==> src/rtl/alu_result_serializer_pkg.sv <==
// Shared types and constants for the ALU result serializer.
`timescale 1ns/1ps
package alu_pkg;

    localparam int   DEF_DATA_W = 32;
    localparam int   FRAME_BITS = DEF_DATA_W + 3;
    localparam logic TX_IDLE    = 1'b1;

    typedef enum logic [2:0] {
        IDLE,
        START,
        DATA,
        FLAG,
        STOP
    } state_e;

    // Counter width for a terminal count of n-1, never narrower than one bit.
    function automatic int cnt_w(input int n);
        return (n > 1) ? $clog2(n) : 1;
    endfunction

endpackage

==> src/rtl/alu_result_serializer_timer.sv <==
// Bit-period timer: bit_end marks the last clk cycle of each serial bit.
`timescale 1ns/1ps
module alu_bit_timer
    import alu_pkg::*;
#(
    parameter int CLKS_PER_BIT = 4
) (
    input  logic clk,
    input  logic rst_n,
    input  logic clear,
    input  logic en,
    output logic bit_end
);

    localparam int            CW   = cnt_w(CLKS_PER_BIT);
    localparam logic [CW-1:0] LAST = CW'(CLKS_PER_BIT - 1);

    logic [CW-1:0] r_cnt;

    always_ff @(posedge clk or negedge rst_n) begin
        if (!rst_n)
            r_cnt <= '0;
        else if (clear)
            r_cnt <= '0;
        else if (en)
            r_cnt <= (r_cnt == LAST) ? '0 : r_cnt + 1'b1;
    end

    assign bit_end = en && (r_cnt == LAST);

endmodule

==> src/rtl/alu_result_serializer.sv <==
// Captures one result word + balance flag and sends start/data/flag/stop LSB-first on tx.
`timescale 1ns/1ps
module alu_result_serializer
    import alu_pkg::*;
#(
    parameter int DATA_W       = 32,
    parameter int CLKS_PER_BIT = 4
) (
    input  logic              clk,
    input  logic              rst_n,
    input  logic              in_valid,
    output logic              in_ready,
    input  logic [DATA_W-1:0] in_result,
    input  logic              in_balance,
    output logic              tx,
    output logic              busy,
    output logic              done
);

    localparam int            IW       = cnt_w(DATA_W);
    localparam logic [IW-1:0] LAST_IDX = IW'(DATA_W - 1);

    state_e            r_state, w_state_nxt;
    logic [DATA_W-1:0] r_shreg, w_shreg_nxt;
    logic              r_flag,  w_flag_nxt;
    logic [IW-1:0]     r_idx,   w_idx_nxt;
    logic              r_tx,    w_tx_nxt;
    logic              r_busy;
    logic              w_bit_end;

    // Timer is held at zero while idle so START always gets a full bit period.
    alu_bit_timer #(.CLKS_PER_BIT(CLKS_PER_BIT)) u_timer (
        .clk     (clk),
        .rst_n   (rst_n),
        .clear   (r_state == IDLE),
        .en      (r_state != IDLE),
        .bit_end (w_bit_end)
    );

    always_comb begin
        w_state_nxt = r_state;
        w_shreg_nxt = r_shreg;
        w_flag_nxt  = r_flag;
        w_idx_nxt   = r_idx;
        case (r_state)
            IDLE: if (in_valid) begin
                w_state_nxt = START;
                w_shreg_nxt = in_result;
                w_flag_nxt  = in_balance;
                w_idx_nxt   = '0;
            end
            START: if (w_bit_end) w_state_nxt = DATA;
            DATA: if (w_bit_end) begin
                w_shreg_nxt = r_shreg >> 1;
                if (r_idx == LAST_IDX) w_state_nxt = FLAG;
                else                   w_idx_nxt   = r_idx + 1'b1;
            end
            FLAG: if (w_bit_end) w_state_nxt = STOP;
            STOP: if (w_bit_end) w_state_nxt = IDLE;
            default: w_state_nxt = IDLE;
        endcase
    end

    // tx is computed from next-cycle state so the line is a clean flop output.
    always_comb begin
        w_tx_nxt = TX_IDLE;
        case (w_state_nxt)
            START:   w_tx_nxt = 1'b0;
            DATA:    w_tx_nxt = w_shreg_nxt[0];
            FLAG:    w_tx_nxt = w_flag_nxt;
            default: w_tx_nxt = TX_IDLE;
        endcase
    end

    always_ff @(posedge clk or negedge rst_n) begin
        if (!rst_n) begin
            r_state <= IDLE;
            r_shreg <= '0;
            r_flag  <= 1'b0;
            r_idx   <= '0;
            r_tx    <= TX_IDLE;
            r_busy  <= 1'b0;
        end else begin
            r_state <= w_state_nxt;
            r_shreg <= w_shreg_nxt;
            r_flag  <= w_flag_nxt;
            r_idx   <= w_idx_nxt;
            r_tx    <= w_tx_nxt;
            r_busy  <= (w_state_nxt != IDLE);
        end
    end

    assign in_ready = (r_state == IDLE);
    assign tx       = r_tx;
    assign busy     = r_busy;
    assign done     = (r_state == STOP) && w_bit_end;

endmodule
==> config.mk <==
export PLATFORM = sky130hd
export DESIGN_NAME = alu_result_serializer
export DESIGN_NICKNAME = d
export VERILOG_FILES = /design/src/rtl/alu_result_serializer_pkg.sv /design/src/rtl/alu_result_serializer_timer.sv /design/src/rtl/alu_result_serializer.sv
export SDC_FILE = /design/constraint.sdc
export NUM_CORES = 1
export LEC_CHECK = 0
export CAP_MARGIN = 5
export CELL_PAD_IN_SITES_DETAIL_PLACEMENT = 1
export CELL_PAD_IN_SITES_GLOBAL_PLACEMENT = 2
export CORE_AREA = 4 4 82 84
export DETAILED_ROUTE_END_ITERATION = 7
export DIE_AREA = 0 0 86 88
export HOLD_SLACK_MARGIN = 0.1
export PLACE_DENSITY_LB_ADDON = 0.1
export SETUP_SLACK_MARGIN = 0.3
export SLEW_MARGIN = 10
export SYNTH_ARGS = -nofsm -noshare
export SYNTH_HDL_FRONTEND = slang
export SYNTH_SLANG_ARGS = --single-unit
==> constraint.sdc <==
create_clock -name clk -period 3.2 [get_ports clk]
set_clock_uncertainty 0.1 [all_clocks]
set_input_delay 0.48 -clock clk [delete_from_list [all_inputs] [get_ports clk]]
set_output_delay 0.48 -clock clk [all_outputs]
set_load 0.1 [all_outputs]
==> qor.tcl, run 1 <==
set qor(nets) 269
set qor(number_of_global_route_vias_before_repair) 1759
set qor(timing.critical_path.slowest_stage_cell) {sky130_fd_sc_hd__nor2_2}
set qor(max-vdd-ir-drop_uv) 491
set qor(grt_start_max_net_pins) 46
set qor(fmax_ghz) 0.454
set qor(depth_of_the_most_critical_reg_to_reg_path) 6
set qor(layout.core_utilization) 0.430
set qor(antenna_found_initial) 0
set qor(route.vias.total) 1573
set qor(setup_violation_total_in_the_final_timing_report) 0
set qor(syn-instance-count) 194
set qor(synthesis.area_per_instance_um2) 10.2
set qor(post-route-min-period_ns) 2.20
set qor(final_layout_size_suffix_gt1_frac) 0.0952
set qor(final_antenna_net_count) 0
set qor(ctsHtreeMaxLevel) 2
set qor(clock_tree.buffer_depth) 2
set qor(initial_utilization) 0.336
set qor(gp_congestion) 0.734
set qor(worstSkewPairLatency_ns) 0.29
set qor(clk_transition_reported_paths_ns) 0.08
set qor(first_iter_violations) 35
set qor(r2r-end) {r_shreg[14]}
set qor(p_per_area_mw_per_mm2) 850
set qor(areaGrowthSynthToFinish_pct) 27.9
set qor(critPathKind) {flop to flop}
set qor(detail_route.first_pass.iterations) 4
set qor(cts-root-buf) {sky130_fd_sc_hd__clkbuf_8}
set qor(power.leakage_nw) 1.19
set qor(regToRegStartpoint) {u_timer.r_cnt[0]}
set qor(portBuffers) 39
set qor(postSynthNetCount) 233
set qor(max_cap_viol_count) 0
set qor(cts_made_buffers) 5
set qor(cp_data_arrival_time_ns) 2.34
set qor(worst_slew_margin_rel) 0.324
set qor(rows) 28
set qor(critical_path.cell_chain) {ha_1, and4bb_1, nor2_2, buf_4, nand2_1, nand2_1}
set qor(clkSinkCount) 45
set qor(route.detailed.wl_per_inst_um) 15.1
set qor(status) {complete, no violations}
set qor(worst_setup_path_end_kind) {flop}
set qor(drt_drc_violations_left) 0
set qor(grt_use_total) 0.133
set qor(grt_first_pass_wirelength_um) 8080
set qor(drv_slew) 0
set qor(synth_cell_type_count) 34
set qor(crit_path_start_kind) {flop}
set qor(cts-resized-gates) 0
set qor(finalInstanceArea_mm2) 0.00254
set qor(setup_total_negative_slack_ns) 0
set qor(die_area_mm2) 0.00757
set qor(ys_ff_latch) 45
set qor(wl_um) 4620
set qor(post_cts_setup_repair_buffer_count) 0
set qor(total_placed_instance_area_mm2) 0.00243
set qor(fp.dieH_um) 88
set qor(hold_class) {primary input to asynchronous set/reset pin}
set qor(reg2reg_setup_slack_ns) 1.0
set qor(dpl.hpwl_um) 3140
set qor(hold_viol) 0
set qor(yosysWarnings) 0
set qor(io_pins) 40
set qor(chipWidth_um) 86
set qor(antenna_cells) 0
set qor(grt_overflow_total) 0
set qor(num-fill-cells) 666
set qor(required_ns) 3.33
set qor(min_period_over_period) 0.689
set qor(worstMarginPinSlew_ns) 1.01
set qor(path_common_cell) {sky130_fd_sc_hd__nand2_1}
set qor(post_synth_instance_area_mm2) 0.00199
set qor(synth-seq-area-share) 0.567
set qor(via_per_inst) 5.14
set qor(tritoncts_clock_tree) {yes}
set qor(core_mm2) 0.00592
set qor(rsz0062_at_grt) {no}
set qor(cts_hold_buf) 0
set qor(worst_path_largest_cell_delay_ns) 0.60
set qor(path_max_fanout) 17
how the worst max path moves through the flow:
| stage | start | to | slack, ns | cells after the start |
|---|---|---|---|---|
| floorplan | r_state[0] | done | 0.48 | 3 |
| global placement | in_valid | tx | 0.94 | 6 |
| global route | u_timer.r_cnt[0] | r_shreg[14] | 0.80 | 6 |
| CTS | u_timer.r_cnt[0] | r_shreg[16] | 0.98 | 6 |
| detailed placement | in_valid | r_shreg[16] | 0.87 | 6 |
| finish | u_timer.r_cnt[0] | r_shreg[14] | 1.0 | 6 |
critical path: cells and delay by family, from the launching register on:
kind | cells | cell delay [ns]
fa+ha+maj | 1 | 0.30
flops | 1 | 0.39
buf+inv | 1 | 0.34
simple gates | 4 | 1.01
cell type report:
type                            count  area [um2]  share of cell area
Sequential cell                    45        1130               0.443
Clock buffer                        7        86.3              0.0339
Timing Repair Buffer               42         398               0.156
Clock inverter                      1        30.0              0.0118
Multi-Input combinational cell    133         797               0.313
Tap cell                           75        93.8              0.0369
Inverter                            3        11.3             0.00443
through the flow:
step	hold slack, ns	setup WS (ns)	power (mW)	instances
detailed placement	0.356	0.873	1.75	298
finish	0.249	0.996	2.16	306
global route	0.343	0.799	2.34	306
CTS	0.301	0.979	2.20	306
floorplan	0.0844	0.476	1.52	194
global placement	0.332	0.936	1.69	298
power breakdown:
group	total (mW)	switching, mW	internal [mW]
Clock	0.438	0.183	0.255
Sequential	0.994	0.167	0.827
Combinational	0.731	0.447	0.284
Total	2.16	0.797	1.37
layer usage:
layer / vias up / global-route usage / routed length [um]
met2: 37 / 0.228 / 2190
met1: 787 / 0.167 / 2120
met5: - / 0 / 0
met4: 0 / 0.0345 / 57
li1: 743 / - / -
met3: 6 / 0.0367 / 255
sequential cells by signal (all words and copies together), names as in the netlist:
signal and count:
busy 1, r_flag 1, r_idx 5, r_shreg 32
r_state 3, tx 1, u_timer.r_cnt 2
synthesized netlist by cell type:
cell type,instances,area [um2]
sky130_fd_sc_hd__nand4b_1,1,8.76
sky130_fd_sc_hd__o21ai_1,4,20.0
sky130_fd_sc_hd__nor2_2,1,6.26
sky130_fd_sc_hd__buf_2,7,35.0
sky130_fd_sc_hd__and3_1,3,18.8
sky130_fd_sc_hd__nor4b_2,1,15.0
sky130_fd_sc_hd__nor2b_1,2,12.5
sky130_fd_sc_hd__or3b_1,1,8.76
sky130_fd_sc_hd__nand2_1,61,229
sky130_fd_sc_hd__clkbuf_1,3,11.3
sky130_fd_sc_hd__a2bb2oi_2,1,15.0
sky130_fd_sc_hd__a21bo_1,1,10.0
sky130_fd_sc_hd__nand2b_4,1,13.8
sky130_fd_sc_hd__xor2_1,1,8.76
sky130_fd_sc_hd__inv_1,3,11.3
sky130_fd_sc_hd__a22oi_1,30,225
sky130_fd_sc_hd__ha_1,3,37.5
sky130_fd_sc_hd__mux2_4,1,15.0
sky130_fd_sc_hd__and4bb_1,1,12.5
sky130_fd_sc_hd__a21oi_1,3,15.0
sky130_fd_sc_hd__o31a_1,1,8.76
sky130_fd_sc_hd__nand3_1,1,5.00
sky130_fd_sc_hd__a22o_1,1,8.76
sky130_fd_sc_hd__nor3_1,2,10.0
sky130_fd_sc_hd__dfstp_2,1,26.3
sky130_fd_sc_hd__clkbuf_2,1,5.00
sky130_fd_sc_hd__or3_1,2,12.5
sky130_fd_sc_hd__buf_4,2,15.0
sky130_fd_sc_hd__o21ai_0,1,5.00
sky130_fd_sc_hd__dfrtp_1,44,1100
sky130_fd_sc_hd__nand2b_1,1,6.26
sky130_fd_sc_hd__nor2_1,2,7.51
sky130_fd_sc_hd__a221o_1,1,10.0
sky130_fd_sc_hd__nand3b_1,5,37.5
cell usage in the layout (no fill, tap or decap), drive strengths merged:
cell type	Yosys	layout
mux2	1	1
nor2	3	3
a22o	1	1
clkdlybuf4s50	0	34
nand3b	5	5
a221o	1	1
or3	2	2
and4bb	1	1
or3b	1	1
nand2	61	61
a21bo	1	1
a22oi	30	30
inv	3	3
o21ai	5	5
dfstp	1	1
nor2b	2	2
ha	3	3
buf	9	8
nand4b	1	1
nor4b	1	1
nor3	2	2
bufinv	0	1
a2bb2oi	1	1
xor2	1	1
nand3	1	1
o31a	1	1
clkbuf	4	7
and3	3	3
a21oi	3	3
nand2b	2	2
dfrtp	44	44
cells by family (layout without fill, tap and decap cells):
kind of cell,after synthesis,count (layout),share of synthesized area
compound gates,43,43,0.160
fa+ha+maj,3,3,0.0189
mux,1,1,0.00755
simple gates,85,85,0.203
buf+inv,16,53,0.0390
flops,45,45,0.567
xor+xnor,1,1,0.00441
(Power assumes the default switching activity.)
==> run 2: changes to the inputs <==
--- a/config.mk
+++ b/config.mk
@@ -8,9 +8,9 @@
 export CAP_MARGIN = 5
 export CELL_PAD_IN_SITES_DETAIL_PLACEMENT = 1
 export CELL_PAD_IN_SITES_GLOBAL_PLACEMENT = 2
-export CORE_AREA = 4 4 82 84
+export CORE_AREA = 4 4 88 90
 export DETAILED_ROUTE_END_ITERATION = 7
-export DIE_AREA = 0 0 86 88
+export DIE_AREA = 0 0 92 94
 export HOLD_SLACK_MARGIN = 0.1
 export PLACE_DENSITY_LB_ADDON = 0.1
 export SETUP_SLACK_MARGIN = 0.3
==> constraint.sdc (replaced) <==
create_clock -name clk -period 2 [get_ports clk]
set_clock_uncertainty 0.1 [all_clocks]
set_input_delay 0.3 -clock clk [delete_from_list [all_inputs] [get_ports clk]]
set_output_delay 0.3 -clock clk [all_outputs]
set_load 0.1 [all_outputs]
==> qor.tcl, run 2 (synthesized netlist as in run 1, its figures left out) <==
set qor(setup_total_negative_slack_ns) 0 ;# unchanged
set qor(final_antenna_net_count) 0 ;# unchanged
set qor(drv_slew) 0 ;# unchanged
set qor(route.vias.total) 1640 ;# +4.3%
set qor(status) {complete, no violations}
set qor(postLayoutSetupSlackWorst_ns) 0.128 ;# -0.868 ns
set qor(cts-root-buf) {sky130_fd_sc_hd__clkbuf_8}
set qor(cp_data_arrival_time_ns) 1.96 ;# -0.38 ns
set qor(grt_use_total) 0.127 ;# -0.00599
set qor(die_area_mm2) 0.00865 ;# +14%
set qor(grt_first_pass_wirelength_um) 8670 ;# +7.4%
set qor(nets) 296 ;# +10%
set qor(via_per_inst) 4.59 ;# -11%
set qor(power_mw) 3.90 ;# +80%
set qor(critPathKind) {flop to flop}
set qor(post-place-ws_ns) 0.00462 ;# -0.868 ns
set qor(chipWidth_um) 92 ;# +7.0%
set qor(cts_made_buffers) 5 ;# unchanged
set qor(portBuffers) 39 ;# unchanged
set qor(clock_tree.buffer_depth) 2 ;# unchanged
set qor(top_regs) {r_shreg (32), r_idx (5), r_state (3)}
set qor(route.detailed.wl_per_inst_um) 15.2 ;# +0.57%
set qor(max_cap_viol_count) 0 ;# unchanged
set qor(first_iter_violations) 63 ;# +80%
set qor(grt_overflow_total) 0 ;# unchanged
set qor(hold_class) {flop to flop}
set qor(number_of_global_route_vias_before_repair) 1756 ;# -0.17%
set qor(p_per_area_mw_per_mm2) 1300 ;# +53%
set qor(max-vdd-ir-drop_uv) 385 ;# -22%
set qor(areaGrowthSynthToFinish_pct) 50.7
set qor(tritoncts_clock_tree) {yes}
set qor(clk_transition_reported_paths_ns) 0.09 ;# about the same
set qor(hold_viol) 0 ;# unchanged
set qor(initial_utilization) 0.282 ;# -0.0542
set qor(crit_path_start_kind) {flop}
set qor(post-route-min-period_ns) 1.87 ;# -0.332 ns
set qor(clkSinkCount) 45 ;# unchanged
set qor(path_max_fanout) 3 ;# -14
set qor(drt_drc_violations_left) 0 ;# unchanged
set qor(detail_route.first_pass.iterations) 4 ;# unchanged
set qor(min_period_over_period) 0.936 ;# +0.247
set qor(wl_um) 5420 ;# +17%
set qor(required_ns) 2.08 ;# -1.25 ns
set qor(antenna_cells) 0 ;# unchanged
set qor(worstSkewPairLatency_ns) 0.29 ;# about the same
set qor(fmax_ghz) 0.534 ;# +18%
set qor(final_layout_size_suffix_gt1_frac) 0.244 ;# +0.149
set qor(mostFrequentLayoutCell) {sky130_fd_sc_hd__nand2_1}
set qor(final_cell_mix) {sky130_fd_sc_hd__nand2_1, sky130_fd_sc_hd__dfrtp_1, sky130_fd_sc_hd__clkdlybuf4s50_1, sky130_fd_sc_hd__a22oi_1, sky130_fd_sc_hd__buf_4}
set qor(grt_start_max_net_pins) 32 ;# -30%
set qor(num-fill-cells) 777 ;# +17%
set qor(worstMarginPinSlew_ns) 0.530 ;# -0.485 ns
set qor(worst_setup_path_end_kind) {flop}
set qor(io_pins) 40 ;# unchanged
set qor(power.leakage_nw) 1.37 ;# +16%
set qor(gp_congestion) 0.726 ;# -0.98%
set qor(setup_violation_total_in_the_final_timing_report) 0 ;# unchanged
set qor(ctsHtreeMaxLevel) 2 ;# unchanged
set qor(rows) 31 ;# +11%
set qor(dpl.hpwl_um) 3490 ;# +11%
set qor(rsz0062_at_grt) {yes}
set qor(antenna_found_initial) 0 ;# unchanged
set qor(fp.dieH_um) 94 ;# +6.8%
set qor(core_mm2) 0.00706 ;# +19%
set qor(largest-register) {r_shreg}
set qor(largest_register_ff_count) 32 ;# unchanged
set qor(worst_slew_margin_rel) 0.647 ;# +0.323
[run 2: cell count changes in the layout (fill, tap and decap cells not counted), moves of 3 or more]
cell / before / now
sky130_fd_sc_hd__buf_4: 7 / 18
sky130_fd_sc_hd__buf_6: 0 / 5
sky130_fd_sc_hd__dfrtp_1: 44 / 41
sky130_fd_sc_hd__buf_12: 0 / 7
sky130_fd_sc_hd__dfrtp_2: 0 / 3
sky130_fd_sc_hd__clkbuf_16: 0 / 3
[run 2: worst max-delay path, cell delays in order (launching register included)]
cell,delay (ns)
sky130_fd_sc_hd__dfrtp_1,0.39
sky130_fd_sc_hd__ha_2,0.19
sky130_fd_sc_hd__and3_4,0.18
sky130_fd_sc_hd__ha_4,0.16
sky130_fd_sc_hd__and3_4,0.17
sky130_fd_sc_hd__o31a_1,0.27
sky130_fd_sc_hd__or3_1,0.31
[run 2: path summary, 6_finish.rpt]
check	slack [ns]	depth (start not counted)	from	to
worst max-delay path	0.13	6	r_idx[0]	busy
worst min-delay path	0.34	1	u_timer.r_cnt[0]	u_timer.r_cnt[0]
worst max register to register	0.13	6	r_idx[0]	busy
worst min register to register	0.34	1	u_timer.r_cnt[0]	u_timer.r_cnt[0]
max in group asynchronous	0.79	3	rst_n	tx
min in group asynchronous	0.41	2	rst_n	u_timer.r_cnt[1]
[run 2: repair_timing]
action,4_1_cts,5_1_grt
gates resized for setup,15,13
hold buffers,1,0
setup buffers,13,6
gates cloned,0,3
pin swaps,5,4
hold endpoints to repair,19,0
endpoints found under the setup margin,40,39
[run 2: routing by layer]
metal  vias to the layer above  share of wire  GRT usage
li1                        798              -          -
met2                        29           0.52      0.223
met3                         5          0.027     0.0232
met1                       808           0.44      0.158
met4                         0          0.011     0.0446
met5                         -              0          0
[run 2: layout make-up]
cell class	count	area [um2]	share of cell area
inverter	3	11.3	0.00376
sequential	45	1130	0.377
tap	99	124	0.0413
multi-input combinational	133	867	0.289
clock inverter	1	5.00	0.00167
clock buffer	7	96.3	0.0322
timing repair buffer	69	762	0.254
[run 2: metrics by stage]
stage	std cells	instance area (um2)	hold WS, ns	utilization
after floorplan	194	2020	-0.0956	-
after global placement	326	2560	0.203	0.362
after detailed placement	326	2560	0.213	0.362
after CTS	348	2830	0.352	0.401
after global routing	357	3000	0.366	0.424
final	357	3000	0.344	0.424
[run 2: power breakdown]
group | leakage [nW] | total, mW | switching (mW) | internal (mW)
clock network | 0.0542 | 0.631 | 0.318 | 0.313
registers | 0.557 | 1.56 | 0.233 | 1.33
logic | 0.762 | 1.70 | 0.882 | 0.822
